$ cat config.mk
export PLATFORM = sky130hd
export DESIGN_NAME = pipeline_hazard_ctrl
export DESIGN_NICKNAME = d
export VERILOG_FILES = /design/src/rtl/pipeline_hazard_ctrl_pkg.sv /design/src/rtl/pipeline_hazard_ctrl_src_usage_decode.sv /design/src/rtl/pipeline_hazard_ctrl.sv
export SDC_FILE = /design/constraint.sdc
export NUM_CORES = 1
export LEC_CHECK = 0
export ABC_CLOCK_PERIOD_IN_PS = 2570
export BUFFER_PORTS_ARGS = -buffer_cell sky130_fd_sc_hd__buf_4
export CORE_MARGIN = 3
export CORE_UTILIZATION = 30
export DETAILED_ROUTE_END_ITERATION = 12
export GPL_TIMING_DRIVEN = 1
export PLACE_DENSITY_LB_ADDON = 0.15
export SLEW_MARGIN = 20
export SYNTH_ARGS = -nofsm -noshare
export SYNTH_HDL_FRONTEND = slang
export SYNTH_SLANG_ARGS = --single-unit
$ cat constraint.sdc
create_clock -name clk -period 2.57 [get_ports clk]
set_clock_uncertainty 0.1 [all_clocks]
set_input_delay 0.514 -clock clk [delete_from_list [all_inputs] [get_ports clk]]
set_output_delay 0.514 -clock clk [all_outputs]
set_load 0.005 [all_outputs]
$ cat src/rtl/pipeline_hazard_ctrl_pkg.sv
// Shared core definitions for the hazard controller:
// RV32I opcodes, core widths and the sequencer state type.
package pipeline_hazard_ctrl_pkg;

  localparam int DATA_WIDTH = 32;
  localparam int REG_ADDR   = 5;

  localparam logic [6:0] OP_LUI    = 7'b0110111;
  localparam logic [6:0] OP_AUIPC  = 7'b0010111;
  localparam logic [6:0] OP_JAL    = 7'b1101111;
  localparam logic [6:0] OP_JALR   = 7'b1100111;
  localparam logic [6:0] OP_BRANCH = 7'b1100011;
  localparam logic [6:0] OP_LOAD   = 7'b0000011;
  localparam logic [6:0] OP_STORE  = 7'b0100011;
  localparam logic [6:0] OP_IMM    = 7'b0010011;
  localparam logic [6:0] OP_OP     = 7'b0110011;

  typedef enum logic [1:0] {
    ST_RUN,
    ST_LOAD_STALL,
    ST_RAW_STALL,
    ST_MEM_WAIT
  } hazard_state_t;

endpackage

$ cat src/rtl/pipeline_hazard_ctrl_src_usage_decode.sv
// Source-register usage decode of the IF/ID instruction.
// in: i_inst; out: o_rs1/o_rs2 indices, o_rs1_used/o_rs2_used.
module src_usage_decode #(
  parameter int DATA_WIDTH = 32,
  parameter int REG_ADDR   = 5
) (
  input  logic [DATA_WIDTH-1:0] i_inst,
  output logic [REG_ADDR-1:0]   o_rs1,
  output logic [REG_ADDR-1:0]   o_rs2,
  output logic                  o_rs1_used,
  output logic                  o_rs2_used
);
  import pipeline_hazard_ctrl_pkg::*;

  logic [6:0] opcode;
  logic       unused_inst;

  assign opcode = i_inst[6:0];
  assign o_rs1  = i_inst[15 +: REG_ADDR];
  assign o_rs2  = i_inst[20 +: REG_ADDR];

  // Remaining instruction bits carry no source info.
  assign unused_inst = ^i_inst;

  always_comb begin
    o_rs1_used = 1'b0;
    o_rs2_used = 1'b0;
    unique case (opcode)
      OP_OP, OP_STORE, OP_BRANCH: begin
        o_rs1_used = 1'b1;
        o_rs2_used = 1'b1;
      end
      OP_JALR, OP_LOAD, OP_IMM: begin
        o_rs1_used = 1'b1;
      end
      default: begin
        o_rs1_used = 1'b0;
        o_rs2_used = 1'b0;
      end
    endcase
  end

endmodule

$ cat src/rtl/pipeline_hazard_ctrl.sv
// Pipeline sequencer: load-use/RAW stalls, EX redirects,
// memory-busy freeze, stall/flush performance counters.
// in : clk, rst, i_if_inst, i_id_reg_wr, i_id_mem_rd,
//      i_id_reg_destination, i_ex_redirect, i_mem_busy
// out: o_pc_en, o_if_clk_en, o_id_clk_en, o_if_flush,
//      o_id_flush, o_stall_count, o_flush_count
module pipeline_hazard_ctrl #(
  parameter int DATA_WIDTH = pipeline_hazard_ctrl_pkg::DATA_WIDTH,
  parameter int REG_ADDR   = pipeline_hazard_ctrl_pkg::REG_ADDR,
  parameter int FORWARDING = 1,
  parameter int CNT_WIDTH  = 16
) (
  input  logic                  clk,
  input  logic                  rst,
  input  logic [DATA_WIDTH-1:0] i_if_inst,
  input  logic                  i_id_reg_wr,
  input  logic                  i_id_mem_rd,
  input  logic [REG_ADDR-1:0]   i_id_reg_destination,
  input  logic                  i_ex_redirect,
  input  logic                  i_mem_busy,
  output logic                  o_pc_en,
  output logic                  o_if_clk_en,
  output logic                  o_id_clk_en,
  output logic                  o_if_flush,
  output logic                  o_id_flush,
  output logic [CNT_WIDTH-1:0]  o_stall_count,
  output logic [CNT_WIDTH-1:0]  o_flush_count
);
  import pipeline_hazard_ctrl_pkg::*;

  typedef struct packed {
    logic                valid;
    logic [REG_ADDR-1:0] rd;
    logic                is_load;
  } sb_entry_t;

  hazard_state_t state_q, state_d;
  sb_entry_t     ma_q, ma_d;
  sb_entry_t     ex_ent;
  logic          ex_bubble_q, ex_bubble_d;
  logic [CNT_WIDTH-1:0] stall_cnt_q, stall_cnt_d;
  logic [CNT_WIDTH-1:0] flush_cnt_q, flush_cnt_d;

  logic [REG_ADDR-1:0] rs1, rs2;
  logic rs1_used, rs2_used;
  logic ex_hit, ma_hit;
  logic load_use, raw_hit;
  logic redirect_take;
  logic unused_sb;

  src_usage_decode #(
    .DATA_WIDTH (DATA_WIDTH),
    .REG_ADDR   (REG_ADDR)
  ) u_src_dec (
    .i_inst     (i_if_inst),
    .o_rs1      (rs1),
    .o_rs2      (rs2),
    .o_rs1_used (rs1_used),
    .o_rs2_used (rs2_used)
  );

  // EX entry mirrors the decode outputs, except when the
  // slot holds a bubble we inserted (decode view is stale).
  always_comb begin
    ex_ent.valid   = i_id_reg_wr
                   & (i_id_reg_destination != '0)
                   & ~ex_bubble_q;
    ex_ent.rd      = i_id_reg_destination;
    ex_ent.is_load = i_id_mem_rd;
  end

  function automatic logic src_hit(
    input logic                valid,
    input logic [REG_ADDR-1:0] rd
  );
    logic h1, h2;
    h1 = rs1_used & (rs1 != '0) & (rs1 == rd);
    h2 = rs2_used & (rs2 != '0) & (rs2 == rd);
    return valid & (h1 | h2);
  endfunction

  assign ex_hit = src_hit(ex_ent.valid, ex_ent.rd);
  assign ma_hit = src_hit(ma_q.valid, ma_q.rd);

  // A consumer released from LOAD_STALL must not stall on
  // the same load again.
  assign load_use = ex_hit & ex_ent.is_load
                  & (state_q != ST_LOAD_STALL);
  assign raw_hit  = (FORWARDING == 0) & (ex_hit | ma_hit);

  assign redirect_take = ~i_mem_busy & i_ex_redirect;

  assign unused_sb = ma_q.is_load;

  // State register
  always_ff @(posedge clk or posedge rst) begin
    if (rst) begin
      state_q <= ST_RUN;
    end else begin
      state_q <= state_d;
    end
  end

  // Next-state logic
  always_comb begin
    state_d = state_q;
    if (i_mem_busy) begin
      state_d = ST_MEM_WAIT;
    end else if (i_ex_redirect) begin
      state_d = ST_RUN;
    end else if (load_use) begin
      state_d = ST_LOAD_STALL;
    end else if (raw_hit) begin
      state_d = ST_RAW_STALL;
    end else begin
      state_d = ST_RUN;
    end
  end

  // Output logic
  always_comb begin
    o_pc_en     = 1'b1;
    o_if_clk_en = 1'b1;
    o_id_clk_en = 1'b1;
    o_if_flush  = 1'b0;
    o_id_flush  = 1'b0;
    if (rst) begin
      o_pc_en     = 1'b0;
      o_if_clk_en = 1'b0;
      o_id_clk_en = 1'b0;
      o_if_flush  = 1'b1;
      o_id_flush  = 1'b1;
    end else if (i_mem_busy) begin
      o_pc_en     = 1'b0;
      o_if_clk_en = 1'b0;
      o_id_clk_en = 1'b0;
    end else if (i_ex_redirect) begin
      o_if_flush  = 1'b1;
      o_id_flush  = 1'b1;
    end else if (load_use | raw_hit) begin
      o_pc_en     = 1'b0;
      o_if_clk_en = 1'b0;
      o_id_flush  = 1'b1;
    end
  end

  // Scoreboard: EX moves to MA on every ID/EX advance;
  // a flush leaves a bubble behind in EX.
  always_comb begin
    ma_d        = ma_q;
    ex_bubble_d = ex_bubble_q;
    if (o_id_clk_en) begin
      ma_d        = ex_ent;
      ex_bubble_d = o_id_flush;
    end
  end

  always_ff @(posedge clk or posedge rst) begin
    if (rst) begin
      ma_q        <= '0;
      ex_bubble_q <= 1'b0;
    end else begin
      ma_q        <= ma_d;
      ex_bubble_q <= ex_bubble_d;
    end
  end

  // Saturating performance counters
  always_comb begin
    stall_cnt_d = stall_cnt_q;
    flush_cnt_d = flush_cnt_q;
    if (~o_pc_en && ~&stall_cnt_q) begin
      stall_cnt_d = stall_cnt_q + 1'b1;
    end
    if (redirect_take && ~&flush_cnt_q) begin
      flush_cnt_d = flush_cnt_q + 1'b1;
    end
  end

  always_ff @(posedge clk or posedge rst) begin
    if (rst) begin
      stall_cnt_q <= '0;
      flush_cnt_q <= '0;
    end else begin
      stall_cnt_q <= stall_cnt_d;
      flush_cnt_q <= flush_cnt_d;
    end
  end

  assign o_stall_count = stall_cnt_q;
  assign o_flush_count = flush_cnt_q;

endmodule
==> results.py, run 1 <==
metrics = {
    "timing": {
        "maxSlewHeadroom_pct": 76.9,
        "fin_ws_ps": -48.9,
        "rsz0062_at_grt": "yes",
        "max_freq_ghz": 0.382,
        "finalCriticalPeriod_ps": 2620,
        "timing.final.crit_share_pct": 102,
        "worstMarginPinSlew_ps": 346,
        "finalSetupViolations": 2,
        "slew_violations": 0,
        "finalHoldViolations": 0,
    },
    "global_routing": {
        "grt_max_degree": 18,
        "antenna_found_initial": 0,
        "grt_use_total_pct": 13.6,
        "grt_pass1_vias": 1607,
        "grt_overflow": 0,
        "grt_first_pass_wirelength_um": 8020,
    },
    "logic_synthesis": {
        "netlist_area_mm2": 0.00197,
        "syn_nets": 233,
        "synth-seq-cells": 35,
        "synthCells": 188,
        "yosysSeqAreaShare_pct": 44.5,
        "async_flop_share_pct": 100,
        "syn_avg_cell_area_um2": 10.5,
        "yosysWarnings": 0,
        "synth_ff_type": "dfrtp_1",
        "synth_edf_count": 0,
        "synth_cell_types": 37,
    },
    "die": {
        "core_mm2": 0.00613,
        "die-area_mm2": 0.00757,
        "start_util_pct": 32.1,
        "core.rowCount": 28,
        "die_h_um": 87.0,
        "die_x_um": 87.0,
        "ios": 80,
    },
    "placed_design": {
        "routabilityCongestion": 0.796,
        "placed_cells": 334,
        "port_buffers": 64,
        "dpl_cell_area_mm2": 0.00262,
        "dp_hpwl_um": 3720,
    },
    "clock_tree": {
        "ctsRootBufferMaster": "clkbuf_8",
        "clkSlewWorstSetupHoldPaths_ps": 70,
        "clock-sinks": 35,
        "numCtsBuffers": 5,
        "cts_tree": "done",
        "insertion_delay_ps": 290,
        "cts_buffer_depth": 2,
        "holdBufCountCts": 0,
        "htree_levels": 2,
    },
    "worst_setup_path": {
        "r2r-start": "state_q[0]$_DFF_PP0_",
        "max_stage_delay_ps": 320,
        "cp_data_required_time_ps": 1960,
        "end_kind": "output pin",
        "cp-start-kind": "input pin",
        "cp_common_cell": "buf_6",
        "path_class": "input pin to output pin",
        "crit_fanout": 3,
        "worst-r2r-cell-count": 9,
        "rrSetupSlack_ps": 160,
        "crit_chain": "buf_6, nand4b_1, nor4b_2, o211ai_1, o22a_1, or2_1, and2_4, buf_6",
        "crit_arrival_ps": 2000,
        "rr_endpoint": "o_stall_count[15]$_DFFE_PP0P_",
        "cpMaxStageDelayCell": "nor4b_2",
    },
    "routing": {
        "routed-via-count": 1660,
        "drtIter0Drc": 73,
        "drc_errors": 0,
        "ant_nets": 0,
        "avgViaCountPerCell": 4.85,
        "wl_per_cell_um": 14.3,
        "dr.pass1.iters": 4,
        "drt_wl_total_um": 4890,
    },
    "final_layout": {
        "area_delta_synth_final_pct": 39.7,
        "fillCellCount": 607,
        "fin_cells": 342,
        "final_area_mm2": 0.00275,
        "layout_common_cells": "buf_4 (76), dfrtp_1 (35), xor2_1 (21)",
        "final_common_cell": "buf_4",
        "n_antenna_cell": 0,
        "layout.nets": 312,
        "drive_gt1_share_pct": 40.1,
    },
    "power": {
        "vdd_drop_max_mv": 0.289,
        "total_power_mw": 1.84,
        "p_per_area_mw_per_mm2": 668,
        "p_leak_nw": 1.20,
    },
    "worst_hold_path": {
        "min_path_type": "input pin to asynchronous set/reset pin",
    },
    "flow_run": {
        "cap_viol_max_count": 0,
    },
    "status": {
        "violations": "setup timing",
        "status": "finished, violations left",
    },
}
layout make-up:
cell class                      instances  area, um2  area share [%]
Inverter                                9       37.5            1.36
Tap cell                               75       93.8            3.41
Sequential cell                        35        876            31.8
Multi-Input combinational cell        137       1050            38.2
Clock buffer                            6       82.6            3.00
Clock inverter                          1       5.00           0.182
Timing Repair Buffer                   79        604            22.0
cells in the mapped netlist, types with 3 or more instances:
library cell,number,area share [%]
a2111oi_2,6,4.6
a211oi_2,7,4.4
a21oi_1,4,1.0
and2_1,4,1.3
clkbuf_1,4,0.76
dfrtp_1,35,45
inv_1,9,1.7
nand2_1,17,3.2
nand3_1,11,2.8
nand4_1,8,2.5
nor2_1,8,1.5
nor3_1,5,1.3
nor4_1,3,0.95
xnor2_1,16,7.1
xor2_1,21,9.3
registers in the layout (all words and copies together), names as in the netlist:
name and count:
state_q 2, o_flush_count 16, o_stall_count 16, ex_bubble_q 1
metrics by stage:
stage | setup WS (ps) | hold slack, ps | utilization (%) | TNS [ps]
2_1_floorplan | 6.65 | 369 | - | 0
3_3_place_gp | -179 | 336 | 42.7 | -1800
3_5_place_dp | -203 | 339 | 42.7 | -2200
4_1_cts | -54.4 | 26.1 | 44.4 | -109
5_1_grt | -126 | 28.6 | 44.9 | -252
6_report | -48.9 | 29.9 | 44.9 | -97.7
critical path: cells and delay by family:
| kind | cells | cell delay [ps] |
|---|---|---|
| AND/OR/NAND/NOR | 4 | 930 |
| AO/OA/AOI/OAI | 2 | 370 |
| buffers and inverters | 2 | 190 |
worst max path at each step:
| stage | to | slack [ps] | start | cells after the start |
|---|---|---|---|---|
| 2_1_floorplan | o_pc_en | 7 | i_id_reg_destination[2] | 8 |
| 3_3_place_gp | o_stall_count[1]$_DFFE_PP0P_ | -180 | i_id_reg_destination[2] | 9 |
| 3_5_place_dp | o_stall_count[1]$_DFFE_PP0P_ | -200 | i_id_reg_destination[2] | 9 |
| 4_1_cts | o_if_clk_en | -50 | i_if_inst[3] | 8 |
| 5_1_grt | o_if_clk_en | -130 | i_if_inst[3] | 8 |
| 6_report | o_if_clk_en | -50 | i_if_inst[3] | 8 |
where the power goes:
part | switching (mW) | internal [mW] | total [mW]
clock | 0.192 | 0.210 | 0.402
combinational | 0.247 | 0.341 | 0.588
sequential | 0.165 | 0.682 | 0.847
kinds of logic (layout without fill, tap and decap cells):
family                   Yosys count  count (layout)  synth area share, %
AND/OR/NAND/NOR                   71              71                 19.2
flip-flops                        35              35                 44.5
buffers and inverters             16              95                 4.00
AO/OA/AOI/OAI                     25              25                 13.4
XOR/XNOR                          37              37                 16.5
multiplexers                       2               2                 1.14
adder cells (fa/ha/maj)            2               2                 1.27
metal layers:
metal  global-route usage (%)  up-vias  routed length [um]
met1                     19.2      783                2260
met2                     20.2       51                2230
met3                     3.12        5                 336
li1                         -      821                   -
met4                     4.67        0                  67
met5                        0        -                   0
what timing repair did:
item                                    4_1_cts  5_1_grt
gates resized for setup                       3        3
endpoints found under the setup margin        3        6
pin swaps                                     7        1
buffers inserted                              1        0
Note: power is estimated with default switching activity, not from simulation.
==> run 2: changes to the inputs <==
--- a/config.mk
+++ b/config.mk
@@ -15,4 +15,5 @@
 export SLEW_MARGIN = 20
 export SYNTH_ARGS = -nofsm -noshare
 export SYNTH_HDL_FRONTEND = slang
+export SYNTH_HIERARCHICAL = 1
 export SYNTH_SLANG_ARGS = --single-unit
==> results.py, run 2 <==
metrics = {
    "clock_tree": {
        "htree_levels": 2,
        "ctsRootBufferMaster": "clkbuf_8",
        "numCtsBuffers": 5,
        "holdBufCountCts": 0,
        "cts_buffer_depth": 2,
        "cts_tree": "done",
        "insertion_delay_ps": 280,
        "clock-sinks": 35,
        "clkSlewWorstSetupHoldPaths_ps": 60,
    },
    "timing": {
        "slew_violations": 0,
        "finalHoldViolations": 0,
        "finalCriticalPeriod_ps": 2430,
        "fin_ws_ps": 143,
        "rsz0062_at_grt": "no",
        "timing.final.crit_share_pct": 94.4,
        "worstMarginPinSlew_ps": 643,
        "maxSlewHeadroom_pct": 57.1,
        "finalSetupViolations": 0,
        "finalSetupTns_ps": 0,
        "max_freq_ghz": 0.412,
    },
    "die": {
        "core.rowCount": 28,
        "die_x_um": 86.5,
        "core_mm2": 0.00610,
        "ios": 80,
        "die-area_mm2": 0.00747,
        "die_h_um": 86.5,
        "start_util_pct": 31.9,
    },
    "routing": {
        "routed-via-count": 1628,
        "drtIter0Drc": 27,
        "avgViaCountPerCell": 4.89,
        "drc_errors": 0,
        "wl_per_cell_um": 13.6,
        "ant_nets": 0,
        "dr.pass1.iters": 4,
        "drt_wl_total_um": 4530,
    },
    "worst_setup_path": {
        "crit_fanout": 3,
        "cp-start-kind": "input pin",
        "worst-r2r-cell-count": 5,
        "end_kind": "output pin",
        "rrSetupSlack_ps": 360,
        "cp_data_required_time_ps": 1960,
        "rr_endpoint": "o_flush_count[1]$_DFFE_PP0P_",
        "r2r-start": "o_flush_count[4]$_DFFE_PP0P_",
        "path_class": "input pin to output pin",
        "crit_arrival_ps": 1810,
    },
    "logic_synthesis": {
        "synth.most_common_cell": "dfrtp_1",
        "synth_cell_types": 37,
        "yosys.area.top_type": "dfrtp_1",
        "syn_avg_cell_area_um2": 10.2,
        "syn_nets": 235,
        "synth_top_family_by_area": "simple AND/OR/NAND/NOR gates",
        "synthAdderAreaFrac_pct": 1.29,
        "synth_mux_area_share_pct": 2.90,
        "yosys-top-cells-count": "dfrtp_1 (35), xnor2_1 (18), nand3_1 (17)",
        "async_flop_share_pct": 100,
        "yosys.area_share.simple_pct": 25.3,
        "synthCells": 190,
        "synth-seq-cells": 35,
        "synth_xor_area_share_pct": 14.9,
        "synth_area_leaders": "dfrtp_1 (45%), xnor2_1 (8.1%), xor2_1 (6.8%)",
        "synth_edf_count": 0,
        "synth.top_cell.area_share_pct": 45.1,
        "yosysWarnings": 6,
        "synth_compound_area_share_pct": 4.90,
        "yosysSeqAreaShare_pct": 45.1,
        "synth_ff_type": "dfrtp_1",
        "netlist_area_mm2": 0.00194,
    },
    "global_routing": {
        "grt_use_total_pct": 12.5,
        "grt_max_degree": 20,
        "grt_first_pass_wirelength_um": 7470,
        "antenna_found_initial": 0,
        "grt_overflow": 0,
        "grt_pass1_vias": 1539,
    },
    "worst_hold_path": {
        "min_path_type": "input pin to asynchronous set/reset pin",
    },
    "final_layout": {
        "drive_gt1_share_pct": 37.6,
        "area_delta_synth_final_pct": 33.8,
        "multi_input_area_um2": 983,
        "layout_common_cells": "buf_4 (74), dfrtp_1 (35), xnor2_1 (18)",
        "n_antenna_cell": 0,
        "final_core_util_pct": 42.6,
        "register_area_um2": 876,
        "fillCellCount": 645,
        "layout.nets": 304,
        "final_common_cell": "buf_4",
    },
    "status": {
        "status": "complete, no violations",
    },
    "placed_design": {
        "post-place-ws_ps": -124,
        "port_buffers": 64,
        "routabilityCongestion": 0.758,
        "dp_hpwl_um": 3410,
    },
    "power": {
        "p_leak_nw": 1.16,
        "vdd_drop_max_mv": 0.372,
        "p_per_area_mw_per_mm2": 714,
    },
    "flow_run": {
        "cap_viol_max_count": 0,
    },
}
-- run 2: cell count changes after synthesis, moves of 4 or more --
cell / delta
inv_1: -6
nand3_1: +6
xor2_1: -6
buf_4: +10
a2111oi_2: -5
a211oi_2: -7
nand2_1: -4
and2_1: -4
nor3_1: +5
clkbuf_1: -4
-- run 2: worst max-delay path by stage --
stage	start	endpoint	slack, ps
finish	i_if_inst[3]	o_id_flush	140
detailed placement	i_if_inst[3]	o_stall_count[14]$_DFFE_PP0P_	-120
global placement	i_if_inst[3]	o_stall_count[14]$_DFFE_PP0P_	-110
floorplan	i_if_inst[3]	o_stall_count[12]$_DFFE_PP0P_	100
CTS	i_if_inst[3]	o_pc_en	60
global route	i_if_inst[3]	o_id_flush	3
-- run 2: per-stage QoR --
| step | instances | power [mW] | hold slack [ps] | cell area (um2) |
|---|---|---|---|---|
| 2_1_floorplan | 190 | 1.15 | 377 | 1940 |
| 3_3_place_gp | 326 | 1.49 | 379 | 2490 |
| 3_5_place_dp | 326 | 1.50 | 385 | 2490 |
| 4_1_cts | 333 | 1.89 | 264 | 2580 |
| 5_1_grt | 333 | 1.99 | 273 | 2600 |
| 6_report | 333 | 1.85 | 242 | 2600 |
-- run 2: what timing repair did --
| item | 4_1_cts | 5_1_grt |
|---|---|---|
| endpoints found under the setup margin | 3 | 6 |
| pin swaps | 2 | 1 |
| buffers inserted | 1 | 0 |
| gates resized for setup | 2 | 2 |
-- run 2: logic make-up (layout without fill, tap and decap cells) --
| kind of cell | count (synthesis) | count (layout) |
|---|---|---|
| mux | 5 | 5 |
| xor+xnor | 33 | 33 |
| simple gates | 86 | 86 |
| compound gates | 13 | 13 |
| fa+ha+maj | 2 | 2 |
| flops | 35 | 35 |
| buf+inv | 16 | 84 |
-- run 2: area by class of cell --
class / instances / share of cell area [%]
multi-input cells: 139 / 37.8
flip-flops and latches: 35 / 33.7
repair buffers: 74 / 21.4
well taps: 75 / 3.61
clock buffers: 6 / 2.79
inverters: 4 / 0.674
-- run 2: critical path, cell delays in order --
cell and delay [ps]:
buf_4 110, nand3b_4 160, a2111oi_4 270, nand2_1 100, a211oi_2 180, o21ai_2 100, buf_4 150, o21bai_1 110
buf_4 130
-- run 2: power by group --
part           switching, mW  total (mW)  internal (mW)
logic                  0.250       0.604          0.354
clock network          0.186       0.366          0.181
registers              0.190       0.884          0.694
total                  0.626        1.85           1.23
-- run 2: routing by layer --
layer / routed length (um) / vias to the layer above / global-route usage [%]
li1: - / 793 / -
met1: 2040 / 782 / 16.9
met2: 2190 / 47 / 19.7
met3: 254 / 6 / 2.95
met4: 49 / 0 / 4.25
met5: 0 / - / 0
==> run 3: changes to the inputs <==
--- a/config.mk
+++ b/config.mk
@@ -6,7 +6,7 @@
 export NUM_CORES = 1
 export LEC_CHECK = 0
 export ABC_CLOCK_PERIOD_IN_PS = 2570
-export BUFFER_PORTS_ARGS = -buffer_cell sky130_fd_sc_hd__buf_4
+export BUFFER_PORTS_ARGS = -buffer_cell sky130_fd_sc_hd__buf_2
 export CORE_MARGIN = 3
 export CORE_UTILIZATION = 30
 export DETAILED_ROUTE_END_ITERATION = 12
==> results.py, run 3 (synthesis results as in run 2) <==
metrics = {
    "clock_tree": {
        "ctsRootBufferMaster": "clkbuf_8",
        "numCtsBuffers": 5,
        "clkSlewWorstSetupHoldPaths_ps": 70,
        "insertion_delay_ps": 280,
        "clock-sinks": 35,
        "holdBufCountCts": 0,
        "htree_levels": 2,
        "cts_buffer_depth": 2,
        "cts_tree": "done",
    },
    "worst_setup_path": {
        "max_stage_delay_ps": 270,
        "cp_top_family": "compound AO/OA/AOI/OAI gates",
        "cpMaxStageDelayCell": "a2111oi_4",
        "path_buf_inv": 3,
        "cp-start-kind": "input pin",
        "crit_fanout": 5,
        "cp_data_required_time_ps": 1960,
        "crit_chain": "buf_2, nand3b_4, a2111oi_4, nand2_1, a211oi_2, o21ai_2, o21ai_2, inv_4, buf_2",
        "crit_arrival_ps": 1830,
        "path_class": "input pin to output pin",
        "end_kind": "output pin",
    },
    "global_routing": {
        "antenna_found_initial": 0,
        "grt_max_degree": 20,
        "grt_use_total_pct": 12.3,
        "grt_pass1_vias": 1550,
        "grt_overflow": 0,
        "grt_first_pass_wirelength_um": 7380,
    },
    "worst_hold_path": {
        "min_path_type": "input pin to asynchronous set/reset pin",
    },
    "power": {
        "p_leak_nw": 1.13,
        "vdd_drop_max_mv": 0.350,
        "combPwrFrac_pct": 29.4,
        "p_per_area_mw_per_mm2": 723,
        "swShare_pct": 35.0,
        "p_seq_share_pct": 49.3,
        "intPower_mw": 1.15,
        "clkPwrFrac_pct": 21.3,
        "p_switching_mw": 0.620,
    },
    "routing": {
        "avgViaCountPerCell": 4.72,
        "routed-via-count": 1587,
        "drtIter0Drc": 59,
        "ant_nets": 0,
        "dr.pass1.iters": 4,
        "drc_errors": 0,
        "drt_wl_total_um": 4360,
        "wl_per_cell_um": 13.0,
    },
    "die": {
        "die-area_mm2": 0.00747,
        "core_mm2": 0.00610,
        "die_h_um": 86.5,
        "ios": 80,
        "die_x_um": 86.5,
        "start_util_pct": 31.9,
        "core.rowCount": 28,
    },
    "timing": {
        "worstMarginPinSlew_ps": 633,
        "maxSlewHeadroom_pct": 57.8,
        "finalCriticalPeriod_ps": 2440,
        "slew_violations": 0,
        "finalSetupViolations": 0,
        "max_freq_ghz": 0.409,
        "finalSetupTns_ps": 0,
        "timing.final.crit_share_pct": 95.0,
        "finalHoldViolations": 0,
    },
    "placed_design": {
        "dp_hpwl_um": 3260,
        "routabilityCongestion": 0.756,
        "dpl_cell_area_mm2": 0.00233,
        "placed_cells": 326,
        "port_buffers": 64,
    },
    "final_layout": {
        "drive_gt1_share_pct": 38.7,
        "n_antenna_cell": 0,
        "final_area_mm2": 0.00245,
        "layout.nets": 305,
        "final_common_cell": "buf_2",
        "area_delta_synth_final_pct": 26.1,
        "final_core_util_pct": 40.2,
        "layout_common_cells": "buf_2 (64), dfrtp_1 (35), xnor2_1 (18)",
        "fin_cells": 336,
    },
    "flow_run": {
        "cap_viol_max_count": 0,
    },
    "status": {
        "status": "complete, no violations",
    },
}
==> run 3: cell count changes in the layout (fill, tap and decap cells not counted), sizes merged <==
cell | previous run | this run
clkinv | 0 | 3
clkbuf | 6 | 5
buf | 74 | 75
==> run 3: final timing paths <==
| path | startpoint | endpoint | slack, ps | cells after the start |
|---|---|---|---|---|
| max | i_if_inst[3] | o_pc_en | 130 | 9 |
| min | rst | o_flush_count[10]$_DFFE_PP0P_ | 240 | 2 |
| max reg2reg | o_flush_count[4]$_DFFE_PP0P_ | o_flush_count[1]$_DFFE_PP0P_ | 380 | 5 |
| min reg2reg | o_stall_count[10]$_DFFE_PP0P_ | o_stall_count[10]$_DFFE_PP0P_ | 390 | 1 |
| max in group asynchronous | rst | state_q[1]$_DFF_PP0_ | 1430 | 3 |
| min in group clk | i_mem_busy | state_q[1]$_DFF_PP0_ | 310 | 1 |
==> run 3: cell type report <==
type	instances	area, um2
clock buffers	5	68.8
fillers	662	3650
inverters	4	17.5
multi-input cells	139	975
clock inverters	3	15.0
well taps	75	93.8
repair buffers	75	403
flip-flops and latches	35	876
==> run 3: layer usage <==
metal	up-vias	global-route usage, %	share of wire [%]
li1	802	-	-
met1	744	16.6	47
met2	36	19.5	46
met3	5	3.33	5.6
met4	0	2.97	0.85
met5	-	0	0
==> run 3: what timing repair did <==
item | CTS | global route
resized for setup | 2 | 1
setup buffers | 0 | 2
pin swaps | 2 | 1
setup endpoints to repair | 3 | 3
==> run 3: power by group through the flow <==
stage	clock [mW]	sequential, mW	combinational (mW)
6_report	0.377	0.873	0.521
5_1_grt	0.430	0.908	0.590
4_1_cts	0.401	0.871	0.528
3_5_place_dp	0	0.880	0.526
3_3_place_gp	0	0.881	0.518
2_1_floorplan	0	0.864	0.291
==> run 3: through the flow <==
step	setup WS, ps	hold WS [ps]	total power, mW
4_1_cts	11.9	255	1.80
3_5_place_dp	-105	377	1.41
2_1_floorplan	98.4	377	1.15
6_report	128	236	1.77
3_3_place_gp	-101	375	1.40
5_1_grt	-3.45	286	1.93
